===== config.mk =====
export PLATFORM = sky130hd
export DESIGN_NAME = div_ctrl_flat
export DESIGN_NICKNAME = d
export VERILOG_FILES = /design/src/rtl/div_ctrl_if.sv /design/src/rtl/div_ctrl.sv /design/src/flat_wrapper.sv
export SDC_FILE = /design/constraint.sdc
export NUM_CORES = 1
export LEC_CHECK = 0
export BUFFER_PORTS_ARGS = -buffer_cell sky130_fd_sc_hd__buf_2
export CORE_UTILIZATION = 50
export DETAILED_ROUTE_END_ITERATION = 10
export PLACE_DENSITY = 0.82
export SLEW_MARGIN = 10
export SYNTH_ARGS = -nofsm -noshare
export SYNTH_HDL_FRONTEND = slang
export SYNTH_SLANG_ARGS = --single-unit

===== constraint.sdc =====
create_clock -name clk -period 5.6 [get_ports clk]
set_input_delay 1.12 -clock clk [delete_from_list [all_inputs] [get_ports clk]]
set_output_delay 1.12 -clock clk [all_outputs]
set_load 0.01 [all_outputs]

===== src/rtl/div_ctrl_if.sv =====
// Request/response bundle between the EX stage and the divide sequencer.
// The EX stage is the master; div_ctrl is the slave.
interface div_ctrl_if #(
    parameter int WIDTH = 32
);
    logic                 start;
    logic                 signed_div;
    logic                 annul;
    logic [WIDTH-1:0]     dividend;
    logic [WIDTH-1:0]     divisor;
    logic [2*WIDTH-1:0]   result;
    logic                 ready;
    logic                 stall;

    modport master (
        output start, signed_div, annul, dividend, divisor,
        input  result, ready, stall
    );

    modport slave (
        input  start, signed_div, annul, dividend, divisor,
        output result, ready, stall
    );
endinterface


===== src/rtl/div_ctrl.sv =====
// Radix-2 restoring divide sequencer for DIV/DIVU.
// It produces {HI = remainder, LO = quotient} and holds the pipeline stall while the divide runs.
//
// state   | meaning
// --------+-----------------------------------------------------------
// IDLE    | waiting for start; the result register holds its last value
// DIVZERO | divisor was zero; the result is forced to 0 on exit
// BUSY    | one shift-subtract step per cycle, WIDTH steps in total
// DONE    | result valid, ready pulses for one cycle
module div_ctrl #(
    parameter int WIDTH = 32
) (
    input  logic        clk,
    input  logic        resetn,
    div_ctrl_if.slave   bus
);

    typedef enum logic [1:0] {
        IDLE    = 2'd0,
        DIVZERO = 2'd1,
        BUSY    = 2'd2,
        DONE    = 2'd3
    } state_t;

    localparam int CNT_W = (WIDTH > 1) ? $clog2(WIDTH) : 1;
    localparam logic [CNT_W-1:0] LAST_STEP = CNT_W'(WIDTH - 1);

    state_t             state;
    state_t             state_nxt;

    logic [CNT_W-1:0]   cnt;
    logic [WIDTH-1:0]   rem;
    logic [WIDTH-1:0]   quo;
    logic [WIDTH-1:0]   dvs;
    logic               quot_neg;
    logic               rem_neg;
    logic [2*WIDTH-1:0] result;

    logic               accept;
    logic               divisor_zero;
    logic               last_step;
    logic [WIDTH-1:0]   dvd_abs;
    logic [WIDTH-1:0]   dvs_abs;
    logic [WIDTH:0]     rem_sh;
    logic [WIDTH:0]     diff;
    logic               qbit;
    logic [WIDTH-1:0]   rem_step;
    logic [WIDTH-1:0]   quo_step;

    always_comb begin
        accept       = (state == IDLE) && bus.start && !bus.annul;
        divisor_zero = (bus.divisor == '0);
        last_step    = (state == BUSY) && (cnt == LAST_STEP);

        dvd_abs = (bus.signed_div && bus.dividend[WIDTH-1]) ? -bus.dividend : bus.dividend;
        dvs_abs = (bus.signed_div && bus.divisor[WIDTH-1])  ? -bus.divisor  : bus.divisor;

        // The quotient register starts out holding the dividend; its MSB
        // shifts into the partial remainder as quotient bits fill from the LSB.
        rem_sh   = {rem, quo[WIDTH-1]};
        diff     = rem_sh - {1'b0, dvs};
        qbit     = ~diff[WIDTH];
        rem_step = qbit ? diff[WIDTH-1:0] : rem_sh[WIDTH-1:0];
        quo_step = {quo[WIDTH-2:0], qbit};
    end

    always_ff @(posedge clk or negedge resetn) begin
        if (!resetn) begin
            state <= IDLE;
        end else begin
            state <= state_nxt;
        end
    end

    always_comb begin
        state_nxt = state;
        case (state)
            IDLE: begin
                if (accept) begin
                    state_nxt = divisor_zero ? DIVZERO : BUSY;
                end
            end
            DIVZERO: begin
                state_nxt = bus.annul ? IDLE : DONE;
            end
            BUSY: begin
                if (bus.annul) begin
                    state_nxt = IDLE;
                end else if (cnt == LAST_STEP) begin
                    state_nxt = DONE;
                end
            end
            DONE: begin
                state_nxt = IDLE;
            end
            default: begin
                state_nxt = IDLE;
            end
        endcase
    end

    // The result is loaded on the edge into DONE, so it is already valid in
    // the cycle where ready is high.
    always_ff @(posedge clk or negedge resetn) begin
        if (!resetn) begin
            cnt      <= '0;
            rem      <= '0;
            quo      <= '0;
            dvs      <= '0;
            quot_neg <= 1'b0;
            rem_neg  <= 1'b0;
            result   <= '0;
        end else begin
            if (accept && !divisor_zero) begin
                cnt      <= '0;
                rem      <= '0;
                quo      <= dvd_abs;
                dvs      <= dvs_abs;
                quot_neg <= bus.signed_div & (bus.dividend[WIDTH-1] ^ bus.divisor[WIDTH-1]);
                rem_neg  <= bus.signed_div & bus.dividend[WIDTH-1];
            end
            if ((state == BUSY) && !bus.annul) begin
                rem <= rem_step;
                quo <= quo_step;
                cnt <= cnt + 1'b1;
                if (last_step) begin
                    result <= {(rem_neg  ? -rem_step : rem_step),
                               (quot_neg ? -quo_step : quo_step)};
                end
            end
            if ((state == DIVZERO) && !bus.annul) begin
                result <= '0;
            end
        end
    end

    assign bus.result = result;
    assign bus.ready  = (state == DONE);
    assign bus.stall  = bus.start & ~bus.annul & ~bus.ready;

endmodule

===== src/flat_wrapper.sv =====
// flat-port wrapper written by rule: the top's interface ports become plain ports
module div_ctrl_flat 
#(
    parameter int WIDTH = 32
)
  (clk, resetn, bus_start, bus_signed_div, bus_annul, bus_dividend, bus_divisor, bus_result, bus_ready, bus_stall);
  div_ctrl_if #(.WIDTH(WIDTH)) bus_i ();
  input  logic clk;
  input  logic resetn;
  input wire logic [$bits(bus_i.start)-1:0] bus_start;
  input wire logic [$bits(bus_i.signed_div)-1:0] bus_signed_div;
  input wire logic [$bits(bus_i.annul)-1:0] bus_annul;
  input wire logic [$bits(bus_i.dividend)-1:0] bus_dividend;
  input wire logic [$bits(bus_i.divisor)-1:0] bus_divisor;
  output wire logic [$bits(bus_i.result)-1:0] bus_result;
  output wire logic [$bits(bus_i.ready)-1:0] bus_ready;
  output wire logic [$bits(bus_i.stall)-1:0] bus_stall;
  assign bus_i.start = bus_start;
  assign bus_i.signed_div = bus_signed_div;
  assign bus_i.annul = bus_annul;
  assign bus_i.dividend = bus_dividend;
  assign bus_i.divisor = bus_divisor;
  assign bus_result = bus_i.result;
  assign bus_ready = bus_i.ready;
  assign bus_stall = bus_i.stall;
  div_ctrl #(.WIDTH(WIDTH)) u_core (.clk(clk), .resetn(resetn), .bus(bus_i));
endmodule

* Word level (Yosys, flattened, before mapping)
Index checks and enable logic that the tools add are counted.
Storage, ports and cells: flip-flop bits (word level) 169, bits of input ports 69, output and inout port bits 66, word-level logic and storage cells 65
Operators by class: add/sub/neg operators 6, equal/unequal tests 6, mux-type cells 20, bitwise logic cells 8, reductions and logical operators 17
Operators with widths (number):
- $mux 32 | 9
- $mux 64 | 3
- $neg 32->32 | 4
- $sub 33x32->33 | 1
- $logic_not 32->1 | 1
- $mux 2 | 5
- $mux 5 | 2
- $logic_and 1x1->1 | 8
- $pmux 2 s4 | 1
- $reduce_bool 2->1 | 3
- $add 5x1->5 const B | 1
- $eq 5x5->1 const B | 1
- $and 1x1->1 | 4
- $eq 2x2->1 const B | 2
- $reduce_and 2->1 | 2
- $ne 3x2->1 const B | 1
- $not 1->1 | 3
- $eq 2x1->1 const B | 1
- $logic_not 1->1 | 2
- $logic_not 2->1 | 1
- $ne 2x1->1 const B | 1
- $xor 1x1->1 | 1

* Depth between registers and ports, before layout
Gate-level depths: netlist (run 1).
depth after elaboration 7, mapped depth 25, mapped depth without buffers 22

* Worst setup path after synthesis (run 1)
No wires, ideal clock.
path type register to register, start reg u_core.quo[31], end reg u_core.result[30], in the netlist u_core.bus.result[30], arrival 5291 ps, path slack 179 ps, stages on the path, launching flop included 23, buffers on the path 2, period minus slack after synthesis 5421 ps, cells stage by stage dfrtp_1 inv_1 ha_1 inv_1 fa_1 a211oi_2 o211ai_2 a31oi_2 a2111oi_4 nor3_2 nor2_4 inv_2 clkbuf_1 buf_1 ha_1 nand2b_1 or4_1 or3_1 or3_1 or4_1 o41ai_1 xor2_1 o21ai_1
On the way: longest elaborated chain between the ends 7
Ends and longest elaborated chain:
- from (decl) | RTL line div_ctrl.sv:33 | logic [WIDTH-1:0] quo;
- from (signal assigned) | RTL line div_ctrl.sv:117 | quo <= dvd_abs;
- from (signal assigned) | RTL line div_ctrl.sv:124 | quo <= quo_step;
- $sub 33x32->33 | RTL line div_ctrl.sv:61 | diff = rem_sh - {1'b0, dvs};
- $not 1->1 | RTL line div_ctrl.sv:62 | qbit = ~diff[WIDTH];
- $neg 32->32 | RTL line div_ctrl.sv:128 | (quot_neg ? -quo_step : quo_step)};
- $mux 32 | RTL line div_ctrl.sv:128
- $mux 64 | RTL line div_ctrl.sv:126 | if (last_step) begin
- $mux 64 | RTL line div_ctrl.sv:122 | if ((state == BUSY) && !bus.annul) begin
- $mux 64 | RTL line div_ctrl.sv:131 | if ((state == DIVZERO) && !bus.annul) begin
- to (signal assigned) | RTL line div_ctrl.sv:127 | result <= {(rem_neg ? -rem_step : rem_step),
- to (decl) | RTL line div_ctrl.sv:37 | logic [2*WIDTH-1:0] result;
Every way passes these cells. The select of a mux whose other input is x is not followed. A chain may end at the register's enable or synchronous reset.

* Worst setup path after layout (run 1)
start reg u_core.rem[17], end reg u_core.result[30], in the netlist u_core.bus.result[30]
On the way: longest elaborated chain between the ends 7
Ends and longest elaborated chain:
- from (decl) | RTL line div_ctrl.sv:32 | logic [WIDTH-1:0] rem;
- from (signal assigned) | RTL line div_ctrl.sv:123 | rem <= rem_step;
- $sub 33x32->33 | RTL line div_ctrl.sv:61
- $not 1->1 | RTL line div_ctrl.sv:62
- $neg 32->32 | RTL line div_ctrl.sv:128
- $mux 32 | RTL line div_ctrl.sv:128
- $mux 64 | RTL line div_ctrl.sv:126
- $mux 64 | RTL line div_ctrl.sv:122
- $mux 64 | RTL line div_ctrl.sv:131
Every way passes these cells. The select of a mux whose other input is x is not followed.

==> results of run 1 <==
[worst reg2reg max path: cells and delay by family, from the launching register on]
kind / cells / cell delay, ps
buf+inv: 1 / 70
compound gates: 6 / 1750
flops: 1 / 450
xor+xnor: 1 / 210
fa+ha+maj: 2 / 640
simple gates: 7 / 1950
[cell usage after synthesis (4+ instances only)]
cell / count / area (um^2)
xor2_1: 64 / 561
nand2_1: 168 / 631
nand4_1: 8 / 50.1
and3_1: 10 / 62.6
o31a_1: 5 / 43.8
a21o_1: 8 / 60.1
a221oi_1: 4 / 35.0
o21ai_0: 179 / 896
nor2b_1: 10 / 62.6
buf_1: 5 / 18.8
or4_1: 15 / 113
o211ai_1: 7 / 52.6
ha_1: 43 / 538
o21ai_1: 7 / 35.0
nor2_1: 109 / 409
inv_1: 57 / 214
clkbuf_1: 49 / 184
o21a_1: 9 / 67.6
nand2b_1: 14 / 87.6
buf_2: 17 / 85.1
dfrtp_1: 169 / 4230
nor4_1: 17 / 106
or2_2: 6 / 37.5
a22o_1: 12 / 105
nand3_1: 43 / 215
a31oi_1: 14 / 87.6
nor3b_1: 4 / 30.0
mux2i_1: 23 / 230
o31ai_1: 21 / 158
a221o_1: 26 / 260
a21oi_1: 72 / 360
xnor2_1: 75 / 657
and2_1: 10 / 62.6
o41ai_1: 7 / 61.3
a211oi_1: 4 / 30.0
or3_1: 12 / 75.1
nor3_1: 25 / 125
[cells by family (layout without fill, tap and decap cells)]
family	Yosys count	in the layout	share of synthesized area [%]
mux	25	25	2.18
flops	169	169	35.9
buf+inv	133	241	4.55
xor+xnor	139	139	10.3
simple gates	471	471	19.2
compound gates	422	422	23.1
fa+ha+maj	44	44	4.74
[layout by cell type (no fill, tap or decap), types with 6 or more instances in the layout]
master	count
o21ai_0	179
dfrtp_1	169
nand2_1	168
buf_2	133
nor2_1	108
xnor2_1	75
a21oi_1	71
xor2_1	64
inv_1	57
nand3_1	43
ha_1	43
a221o_1	26
nor3_1	25
mux2i_1	23
o31ai_1	21
nor4_1	17
clkbuf_16	17
buf_4	17
or4_1	15
a31oi_1	14
nand2b_1	13
or3_1	12
a22o_1	12
and2_1	10
o21a_1	9
and3_1	9
nor2b_1	9
nand4_1	8
a21o_1	8
o21ai_1	7
o211ai_1	7
o41ai_1	7
or2_2	6
inv_6	6
[final cells by class]
type	instances	area share [%]
clock buffer	18	3.31
clock inverter	13	1.09
inverter	59	1.67
multi-input combinational	1101	53.0
sequential	169	31.9
tap	313	2.95
timing repair buffer	151	6.06
[worst min path at each step]
stage,startpoint,slack (ps),to
6_report,u_core.bus.result[4],470,u_core.bus.result[4]
2_1_floorplan,u_core.cnt[3],450,u_core.cnt[3]
3_5_place_dp,u_core.bus.result[46],470,u_core.bus.result[46]
5_1_grt,u_core.bus.result[21],490,u_core.bus.result[21]
3_3_place_gp,u_core.bus.result[45],460,u_core.bus.result[45]
4_1_cts,u_core.bus.result[46],480,u_core.bus.result[46]
[registers in the layout, summed over array words and instances, names as in the netlist]
name,flops
u_core.bus.result,64
u_core.rem,32
u_core.cnt,5
u_core.dvs,32
u_core.quo,32
u_core.state,2
u_core.quot_neg,1
u_core.rem_neg,1
[power by group]
part	internal (mW)	switching (mW)	total, mW
Clock	0.644	0.550	1.19
Sequential	1.47	0.307	1.78
Combinational	1.20	2.04	3.24
Total	3.32	2.89	6.21
[layer usage]
layer	up-vias	track usage [%]	part of all wire, %
li1	5219	-	-
met1	5178	42.6	48
met2	455	42.1	43
met3	49	4.29	7.0
met4	2	7.98	1.9
met5	-	0	0.039
==> results.md, run 1 <==
- Status: finished, final reports clean
- Clock sinks: 169
- Cell Area, Placed: 12,700 um^2
- H-tree depth: 4
- Max Root-Sink Buffers: 2
- Grt total ovfl: 0
- Sequential-to-total area share from yosys stat: a little over a third
- Total nets after synthesis: 1,516
- IO Pins: 135
- Crit path depth: 17
- Synthesized instance count: between 1k and 1.5k
- Antenna diodes: 0
- Fin Clk Skew: 11.6 ps
- Hpwl dp: 25,200 um
- Worst-Skew Late Latency: 440 ps
- Placed insts: 1,793
- TNS Setup: 0 ps
- Core footprint: 22,800 um^2
- CTS tree: done
- CTS Hold Bufs: 0
- Max_cap viols: 0
- Main synth FF type: dfrtp_1
- Vias: 10.9k
- Area grow syn2layout: 12.6%
- Delay-heaviest family, CP: simple AND/OR/NAND/NOR gates
- Worst setup EP type: flop
- CTS clk-pin slew, worst paths: 70 ps
- Crit Path Category: flop to flop
- Syn avg cell area: 8.40 um^2
- CP max stage cell: o31ai_1
- Peak VDD IR: between 0.2 and 0.25 mV
- Hold Vio Cnt, Final: 0
- Antenna violations before repair: 1
- Die ar.: 24,200 um^2
- Pre-Repair DR Iteration Count: 6
- Worst Setup SP: u_core.rem[17]
- Fill cells: 2,084
- Die X: 156 um
- Min-Delay Path Class: flop to flop
- Reg2reg end: u_core.bus.result[30]
- Non-filler cells, final: around 1.8k
- WP data arrival: 5500 ps
- Yosys cell types: 88
- Row count: 55
- First-pass GRT wire length: 53,600 um
- Vias in the first global route: roughly 10k
- Register Area: roughly 4200 um^2
- PortBufs: ~130
- CP cell instances: ha_1 > nand2_1 > o21ai_1 > a211oi_1 > o31ai_1 > o21a_2 > nor2_4 > inv_2 > ha_1 > nand2b_1 > or4_1 > or3_1 > or3_1 > or4_1 > o41ai_1 > xor2_1 > o21ai_1
- Worst r2r src: u_core.rem[17]
- Initial Util: around half
- Pwr Total: approximately 6.2 mW
- Post-synthesis async set-or-reset flop share: 100%
- Final Core Density: 58.1%
- Fin crit period: 5190 ps
- Avg WL per Cell: 18.4 um
- Max FO, Critical Path: 10
- Worst Hold Path Cells: 2
- Cts repair resizes: 0
- DR vias/cell: 5.98
- CP max stage delay: 550 ps
- Flops & latches, synth: between 150 and 200
- Fin crit share: 92.7%
- Residual DRC count: 0
- Post-route antenna net violation count: 0
- Flop2flop setup slack: a little over 400 ps
- Cell area after layout: 13,300 um^2
- Leakage power: between 5 and 6 nW
- Syn. warnings: 0
- Length in cells of the worst reg-to-reg path: 17
- Fraction of final layout cells with drive strength greater than 1: 14.8%
- Pin slew with the least headroom to its limit: 986 ps
- Die height: 156 um
- Worst Path Buf+Inv: 1
- Worst Hold Slack: 472 ps
- Worst slack at placement: 483 ps
- Critical Path End: u_core.bus.result[30]
- Drt total wl: between 30,000 and 40,000 um
- Worst setup SP type: flop
- Rel. slew slack: around a third
- Final Wtd Congestion: 0.956
- GRT Total Usage: 28.4%
- Critical Path RT: 5900 ps
- DR iter-0 viols: 921
- Clock root cell: clkbuf_16
- # setup viols final: 0
- Pwr dens: 468 nW/um^2
- Final layout net count: 1,612
- Slew Limit Fails: 0
- Fmax: 193 MHz
- Setup slack after layout: 408 ps
- EDFF count, synth: 0
- Multi-input gate area in the final layout: 7040 um^2
- RSZ-0062 raised after global routing: false
- Post-CTS Setup Repair Bufs: 0
- Synthesized cell area: 11,800 um^2
- Largest net degree at the start of global routing: 95
- Cts bufs inserted: 17
Note: power is estimated with default switching activity, not from simulation.
==> inputs of run 2 (changes only) <==
--- a/config.mk
+++ b/config.mk
@@ -6,6 +6,7 @@
 export NUM_CORES = 1
 export LEC_CHECK = 0
 export BUFFER_PORTS_ARGS = -buffer_cell sky130_fd_sc_hd__buf_2
+export CORE_MARGIN = 2
 export CORE_UTILIZATION = 50
 export DETAILED_ROUTE_END_ITERATION = 10
 export PLACE_DENSITY = 0.82
==> results.md, run 2 (synthesized netlist as in run 1, its figures left out) <==
- Status: finished, final reports clean (unchanged)
- Fmax: 188 MHz (was 193 MHz)
- Max_cap viols: 0 (unchanged)
- Largest register by flop count: u_core.bus.result (unchanged)
- Initial Util: 50.5% (was 51.6%)
- Grt total ovfl: 0 (unchanged)
- CTS tree: done (unchanged)
- Antenna violations before repair: 0 (was 1)
- Fin crit share: 95.2% (was 92.7%)
- Final layout net count: 1,614 (was 1,612)
- DR iter-0 viols: 927 (was 921)
- CTS clk-pin slew, worst paths: 80 ps (was 70 ps)
- Die ar.: 24,800 um^2 (was 24,200 um^2)
- Largest net degree at the start of global routing: 99 (was 95)
- Max Root-Sink Buffers: 2 (unchanged)
- DR vias/cell: 5.98 (about the same)
- WP data arrival: 5640 ps (was 5500 ps)
- Worst setup SP type: flop (unchanged)
- Residual DRC count: 0 (unchanged)
- Fin Clk Skew: 14.1 ps (was 11.6 ps)
- Cell Area, Placed: 12,700 um^2 (about the same)
- Slew Limit Fails: 0 (unchanged)
- Delay-heaviest family, CP: simple AND/OR/NAND/NOR gates (unchanged)
- Placed insts: 1,801 (was 1,793)
- Vias in the first global route: 9,917 (was 10.0k)
- Drt total wl: 33,200 um (was 33,600 um)
- Hpwl dp: 24,900 um (was 25,200 um)
- Hold Vio Cnt, Final: 0 (unchanged)
- Post-route antenna net violation count: 0 (unchanged)
- Peak VDD IR: 0.257 mV (was 0.247 mV)
- Fin crit period: 5330 ps (was 5190 ps)
- Worst slack at placement: 490 ps (was 483 ps)
- First-pass GRT wire length: 52,700 um (was 53,600 um)
- CP max stage cell: o31ai_1 (unchanged)
- Core footprint: 23,300 um^2 (was 22,800 um^2)
- Reg2reg end: u_core.bus.result[30] (unchanged)
- Clock sinks: 169 (unchanged)
- Worst setup EP type: flop (unchanged)
- Pwr Total: 6.27 mW (was 6.21 mW)
- Pre-Repair DR Iteration Count: 7 (was 6)
- Critical Path RT: 5910 ps (was 5900 ps)
- PortBufs: 134 (unchanged)
- Vias: 11.0k (was 10.9k)
- Area grow syn2layout: 13.4% (was 12.6%)
- Commonest non-fill, non-tap cell in the layout: o21ai_0 (unchanged)
- Row count: 56 (was 55)
- Antenna diodes: 0 (unchanged)
- Die height: 158 um (was 156 um)
- Worst-Skew Late Latency: 440 ps (about the same)
- CP cell instances: ha_1 > nand2_1 > o21ai_1 > a211oi_1 > o31ai_1 > o21a_2 > nor2_4 > inv_2 > ha_1 > nand2b_1 > or4_1 > or3_1 > or3_1 > or4_1 > o41ai_1 > xor2_1 > o21ai_1 (unchanged)
- Commonest non-fill, non-tap cells in the layout: o21ai_0 (179), dfrtp_1 (169), nand2_1 (168) (unchanged)
- Flop2flop setup slack: 270 ps (was 410 ps)
- TNS Setup: 0 ps (unchanged)
- Post-CTS Setup Repair Bufs: 0 (unchanged)
- Worst Hold Slack: 473 ps (was 472 ps)
- Leakage power: 5.98 nW (was 5.94 nW)
- IO Pins: 135 (unchanged)
- Crit Path Category: flop to flop (unchanged)
- Pin slew with the least headroom to its limit: 976 ps (was 986 ps)
- Setup slack after layout: 269 ps (was 408 ps)
- CP max stage delay: 630 ps (was 550 ps)
- Pwr dens: 469 nW/um^2 (was 468 nW/um^2)
- Length in cells of the worst reg-to-reg path: 17 (unchanged)
- Avg WL per Cell: 18.1 um (was 18.4 um)
- Max FFs per register: 64 (unchanged)
- GRT Total Usage: 27.0% (was 28.4%)
- Critical Path End: u_core.bus.result[30] (unchanged)
- # setup viols final: 0 (unchanged)
- Cts repair resizes: 0 (unchanged)
- H-tree depth: 4 (unchanged)
- CTS Hold Bufs: 0 (unchanged)
- Final Core Density: 57.2% (was 58.1%)
- Crit path depth: 17 (unchanged)
- Worst Setup SP: u_core.rem[17] (unchanged)
- Cts bufs inserted: 17 (unchanged)
- Min-Delay Path Class: flop to flop (unchanged)
- Fraction of final layout cells with drive strength greater than 1: 14.9% (was 14.8%)
- Clock root cell: clkbuf_16 (unchanged)
- RSZ-0062 raised after global routing: false (unchanged)
- Worst Path Buf+Inv: 1 (unchanged)
- Max FO, Critical Path: 10 (unchanged)
- Die X: 158 um (was 156 um)
- Rel. slew slack: 34.9% (was 34.2%)
- Final Wtd Congestion: 0.997 (was 0.956)
- Cell area after layout: 13,400 um^2 (was 13,300 um^2)
- Worst r2r src: u_core.rem[17] (unchanged)
- Non-filler cells, final: 1,833 (was 1,824)
==> run 2: cell count changes in the layout (fill, tap and decap cells not counted) <==
| cell | previous run | this run |
|---|---|---|
| bufinv_16 | 1 | 2 |
| inv_12 | 0 | 1 |
| clkinv_8 | 0 | 5 |
| buf_4 | 17 | 19 |
| inv_6 | 6 | 5 |
| clkbuf_8 | 1 | 0 |
| clkinv_4 | 2 | 0 |
| inv_8 | 4 | 2 |
==> run 2: where the power goes <==
group          total (mW)  switching (mW)  leakage, nW  internal (mW)
clock network        1.28           0.580        0.314          0.695
registers            1.78           0.301         2.26           1.47
logic                3.21            2.01         3.40           1.20
total                6.27            2.89         5.98           3.37
==> run 2: worst min path at each step <==
| stage | cells after the start | to | from |
|---|---|---|---|
| 6_report | 2 | u_core.bus.result[37] | u_core.bus.result[37] |
| 5_1_grt | 2 | u_core.bus.result[22] | u_core.bus.result[22] |
| 4_1_cts | 2 | u_core.bus.result[37] | u_core.bus.result[37] |
| 3_5_place_dp | 2 | u_core.bus.result[37] | u_core.bus.result[37] |
| 3_3_place_gp | 2 | u_core.bus.result[51] | u_core.bus.result[51] |
| 2_1_floorplan | 1 | u_core.cnt[3] | u_core.cnt[3] |
==> run 2: metal layers <==
metal | global-route usage, % | part of all wire (%) | vias up
li1 | - | - | 5222
met1 | 40.1 | 46 | 5238
met2 | 39.9 | 43 | 453
met3 | 4.63 | 8.0 | 53
met4 | 8.92 | 2.5 | 0
met5 | 0 | 0 | -
==> run 2: area by class of cell <==
type / instances / area [um^2]
clock buffer: 17 / 425
timing repair buffer: 153 / 820
clock inverter: 15 / 224
multi-input combinational: 1101 / 7040
sequential: 169 / 4230
tap: 319 / 399
fill: 2116 / 9980
inverter: 59 / 221
==> run 2: worst min-delay path: stages (launching register included) <==
cell and delay (ps):
dfrtp_1 330, nand2_1 50, o21ai_0 60
